--- src/rtl/pipeline_hazard_ctrl.sv ---
// Hazard control for a 5-stage pipeline: load-use stall, branch flush, multi-cycle divide stall.
// Define DIV_STALL_EN to enable divide stall sequencing; without it the divide is single-cycle.
module pipeline_hazard_ctrl #(
    parameter int unsigned DIV_CYCLES = 32
) (
    input  logic        Clk,
    input  logic        Reset_n,
    input  logic        IDEX_MemRead,
    input  logic [4:0]  IDEX_Rt,
    input  logic [4:0]  IFID_Rs,
    input  logic [4:0]  IFID_Rt,
    input  logic        BranchTaken,
    input  logic        Div_Start,
    input  logic        StallClear,
    output logic        PCWrite,
    output logic        IFIDWrite,
    output logic        IFIDFlush,
    output logic        IDEXBubble,
    output logic        IDEXHold,
    output logic        DivBusy,
    output logic [15:0] StallCount
);

    if (DIV_CYCLES < 2 || DIV_CYCLES > 64) begin : g_cfg_check
        $error("DIV_CYCLES must lie in 2..64");
    end

    logic        w_load_use;
    logic        w_div_stall;
    logic [15:0] r_stall_cnt;

    assign w_load_use = IDEX_MemRead && (IDEX_Rt != 5'd0) &&
                        ((IDEX_Rt == IFID_Rs) || (IDEX_Rt == IFID_Rt));

`ifdef DIV_STALL_EN
    typedef enum logic [1:0] {
        RUN      = 2'd0,
        DIV_BUSY = 2'd1,
        DIV_DONE = 2'd2
    } state_t;

    // The RUN cycle that sees Div_Start is the first stall cycle, hence the -2.
    localparam logic [5:0] DIV_LOAD = 6'(DIV_CYCLES - 2);

    state_t     r_state;
    state_t     w_state_nxt;
    logic [5:0] r_div_cnt;
    logic [5:0] w_div_cnt_nxt;

    assign w_div_stall = (r_state == DIV_BUSY) ||
                         ((r_state == RUN) && Div_Start && !BranchTaken);

    always_ff @(posedge Clk or negedge Reset_n) begin
        if (!Reset_n) begin
            r_state   <= RUN;
            r_div_cnt <= '0;
        end else begin
            r_state   <= w_state_nxt;
            r_div_cnt <= w_div_cnt_nxt;
        end
    end

    always_comb begin
        w_state_nxt   = r_state;
        w_div_cnt_nxt = r_div_cnt;
        case (r_state)
            RUN: begin
                if (w_div_stall) begin
                    w_state_nxt   = DIV_BUSY;
                    w_div_cnt_nxt = DIV_LOAD;
                end
            end
            DIV_BUSY: begin
                if (r_div_cnt == '0) begin
                    w_state_nxt = DIV_DONE;
                end else begin
                    w_div_cnt_nxt = r_div_cnt - 6'd1;
                end
            end
            DIV_DONE: w_state_nxt = RUN;
            default:  w_state_nxt = RUN;
        endcase
    end
`else
    logic w_unused_div;

    assign w_div_stall  = 1'b0;
    assign w_unused_div = Div_Start;
`endif

    always_comb begin
        PCWrite    = 1'b1;
        IFIDWrite  = 1'b1;
        IFIDFlush  = 1'b0;
        IDEXBubble = 1'b0;
        IDEXHold   = 1'b0;
        DivBusy    = 1'b0;
        if (w_div_stall) begin
            PCWrite   = 1'b0;
            IFIDWrite = 1'b0;
            IDEXHold  = 1'b1;
            DivBusy   = 1'b1;
        end else if (BranchTaken) begin
            IFIDFlush  = 1'b1;
            IDEXBubble = 1'b1;
        end else if (w_load_use) begin
            PCWrite    = 1'b0;
            IFIDWrite  = 1'b0;
            IDEXBubble = 1'b1;
        end
    end

    always_ff @(posedge Clk or negedge Reset_n) begin
        if (!Reset_n) begin
            r_stall_cnt <= '0;
        end else if (StallClear) begin
            r_stall_cnt <= '0;
        end else if (!PCWrite && (r_stall_cnt != '1)) begin
            r_stall_cnt <= r_stall_cnt + 16'd1;
        end
    end

    assign StallCount = r_stall_cnt;

endmodule

--- config.mk ---
export PLATFORM = sky130hd
export DESIGN_NAME = pipeline_hazard_ctrl
export DESIGN_NICKNAME = d
export VERILOG_FILES = /design/src/rtl/pipeline_hazard_ctrl.sv
export SDC_FILE = /design/constraint.sdc
export NUM_CORES = 1
export LEC_CHECK = 0
export CELL_PAD_IN_SITES_DETAIL_PLACEMENT = 1
export CELL_PAD_IN_SITES_GLOBAL_PLACEMENT = 1
export CORE_MARGIN = 2
export CORE_UTILIZATION = 35
export CTS_CLUSTER_SIZE = 8
export DETAILED_ROUTE_END_ITERATION = 8
export HOLD_SLACK_MARGIN = 0.15
export PLACE_DENSITY_LB_ADDON = 0.1
export SLEW_MARGIN = 25
export SYNTH_ARGS = -nofsm -noshare
export SYNTH_HDL_FRONTEND = slang
export SYNTH_SLANG_ARGS = --single-unit
--- constraint.sdc ---
create_clock -name Clk -period 3.45 [get_ports Clk]
set_clock_uncertainty 0.1 [all_clocks]
set_input_delay 0.69 -clock Clk [delete_from_list [all_inputs] [get_ports Clk]]
set_output_delay 0.69 -clock Clk [all_outputs]
set_load 0.05 [all_outputs]
==> reports/qor.csv <==
stage;metric;value;unit
logic_synthesis;Syn Inst Count;134;
sta;Slew Limit Fails;0;
drt;final WL;3.35;mm
cts;total CTS buffers;3;
setup_path;Setup CP Type;input pin to primary output;
finish;Diodes inserted;0;
power_and_ir_drop;sw frac;28.7;%
placed_design;Post-DP HPWL;2.60;mm
placed_design;number of I/O port buffers;39;
drt;Pre-antenna DRT Iters;4;
finish;fraction of layout cells with a size suffix above 1;11.2;%
global_route;vias in the first global route;1246;
die;I/O pins;43;
logic_synthesis;Synth top cells by count;dfrtp_1, nor2_1, xnor2_1;
logic_synthesis;Cell Area, Synth;1190;um2
drt;Routed Antenna Nets;0;
global_route;total track usage;18.5;%
run;max-cap violations;0;
logic_synthesis;ranking of synthesized cells by area;dfrtp_1, xnor2_1, mux2_2;
power_and_ir_drop;sequential power share;50.2;%
global_route;initial antenna violation count;0;
drt;DRC violations left;0;
drt;via count;1183;
sta;Tcrit/Tclk final;95.7;%
min_path;min-delay worst type;register to register;
logic_synthesis;top-area cell type share of the netlist area;33.8;%
die;Starting Density;36.1;%
drt;detail-routed net length per standard cell;15.6;um
logic_synthesis;most common cell in the synthesized netlist;dfrtp_1;
logic_synthesis;EDFF count, synth;0;
finish;synthesis-to-layout area growth;38.0;%
power_and_ir_drop;P_leak;0.000583;uW
sta;RSZ-0062 raised after global routing;false;
setup_path;Crit Path Max Fanout;4;
sta;measured slew at the worst slew-check pin;0.844;ns
die;Die Wd;62.2;um
sta;Rel. slew slack;43.6;%
setup_path;type of origin of the critical path;input pin;
logic_synthesis;post-synthesis register bit count;16;
cts;Post-CTS Hold Buffers;0;
sta;highest clock rate;303;MHz
cts;clock tree sinks;16;
run_status;outcome;finished, final reports clean;
cts;post_cts resized;0;
sta;Setup Total Neg Slack;0;ns
cts;CTS tree;yes;
power_and_ir_drop;Comb pwr share;22.7;%
logic_synthesis;Synth cell types;38;
sta;fin crit period;3.30;ns
logic_synthesis;share of synthesized registers carrying an async set or reset;100;%
cts;Worst-Skew Late Latency;0.29;ns
global_route;total grt overflow;0;
power_and_ir_drop;PD cells;229;nW/um2
logic_synthesis;Avg Cell Area, Syn;8.85;um2
drt;routed vias/inst;5.50;
power_and_ir_drop;sw power;108;uW
sta;Setup-failing EPs final;0;
sta;Hold WS;0.498;ns
power_and_ir_drop;VDD IR max;105;uV
sta;final hold violations;0;
drt;DRT iter0 DRCs;19;
cts;# Post-CTS Setup Buffers;0;
cts;Clock Tree Root;clkbuf_4;
die;Vert. Die Dim;62.2;um
setup_path;Worst Setup End Kind;primary output;
finish;max FFs per register;16;
global_route;first-pass GRT wire length;5.89;mm
logic_synthesis;Synthesis Warnings;0;
cts;CTS HTree Levels;1;
finish;Layout Nets;193;
logic_synthesis;Seq/Total Area, Yosys;33.8;%
cts;worst-case clock buffer depth;2;
logic_synthesis;Main synth FF type;dfrtp_1;
die;Core ar.;3280;um2
power_and_ir_drop;cell internal pwr;267;uW
logic_synthesis;largest area contributor in the netlist;dfrtp_1;
power_and_ir_drop;Clock Power Share;27.1;%
setup_path;critical path arrival;2.51;ns
die;full die area;3870;um2
setup_path;critical path data required time;2.66;ns
global_route;pin count of the biggest net entering global routing;24;
cts;Worst-path clk slew;0.09;ns
die;row cnt;21;
placed_design;Routability Congestion;0.793;
setup_path;internal reg-to-reg setup slack;1.29;ns
## final timing paths
kind | from | to | depth (start not counted)
max in group asynchronous | Reset_n | StallCount[0]$_DFFE_PN0P_ | 1
max | IDEX_Rt[1] | PCWrite | 6
min in group asynchronous | Reset_n | StallCount[13]$_DFFE_PN0P_ | 1
min | StallCount[1]$_DFFE_PN0P_ | StallCount[1]$_DFFE_PN0P_ | 2
min reg2reg | StallCount[1]$_DFFE_PN0P_ | StallCount[1]$_DFFE_PN0P_ | 2
max reg2reg | StallCount[2]$_DFFE_PN0P_ | StallCount[12]$_DFFE_PN0P_ | 5
## cell usage in the layout (no fill, tap or decap), types with 6 or more instances in the layout
| cell type | count |
|---|---|
| a21oi_1 | 9 |
| clkdlybuf4s50_1 | 36 |
| dfrtp_1 | 16 |
| mux2_2 | 7 |
| nand2_1 | 8 |
| nand4_1 | 6 |
| nor2_1 | 10 |
| nor2b_1 | 7 |
| o31ai_1 | 6 |
| xnor2_1 | 10 |
## kinds of logic after synthesis
group	Yosys count	share of synthesized area, %
DFF	16	33.8
AOI/OAI and AO/OA	26	14.8
buffers and inverters	12	5.70
adders and majority gates	1	1.05
and+or+nand+nor	61	30.4
other	1	0.316
muxes	7	6.65
xor gates and xnor gates	10	7.38
## through the flow
step	setup WS [ns]	instances	area (um2)	total power (uW)	utilization, %
global placement	0.156	212	1610	276	49.1
finish	0.150	215	1640	375	49.8
floorplan	0.382	135	1190	238	-
detailed placement	0.125	212	1610	278	49.1
global route	0.0246	215	1640	401	49.8
CTS	0.122	215	1640	381	49.8
## area by class of cell
class / count / area, um2
inverter: 1 / 3.75
multi-input combinational: 107 / 722
tap: 46 / 57.6
timing repair buffer: 42 / 430
sequential: 16 / 400
clock buffer: 3 / 22.5
fill: 405 / 1650
## critical path: stages
cell and delay, ns:
clkdlybuf4s50_1 0.46, or4_1 0.59, o21a_1 0.24, nand2b_1 0.11, nand2b_1 0.24, buf_12 0.17
## layer usage
layer	up-vias	part of all wire [%]	GRT usage [%]
met4	0	0.60	4.44
met3	2	2.9	2.90
met1	597	43	23.2
met5	-	0	0
met2	18	54	33.2
li1	566	-	-
## power groups by stage
stage / sequential, uW / combinational, uW / clock, uW
5_1_grt: 188 / 92.3 / 121
6_report: 188 / 85.1 / 102
3_3_place_gp: 192 / 84.0 / 0
4_1_cts: 188 / 86.5 / 107
2_1_floorplan: 193 / 45.5 / 0
3_5_place_dp: 192 / 86.2 / 0
Note: power is estimated with default switching activity, not from simulation.
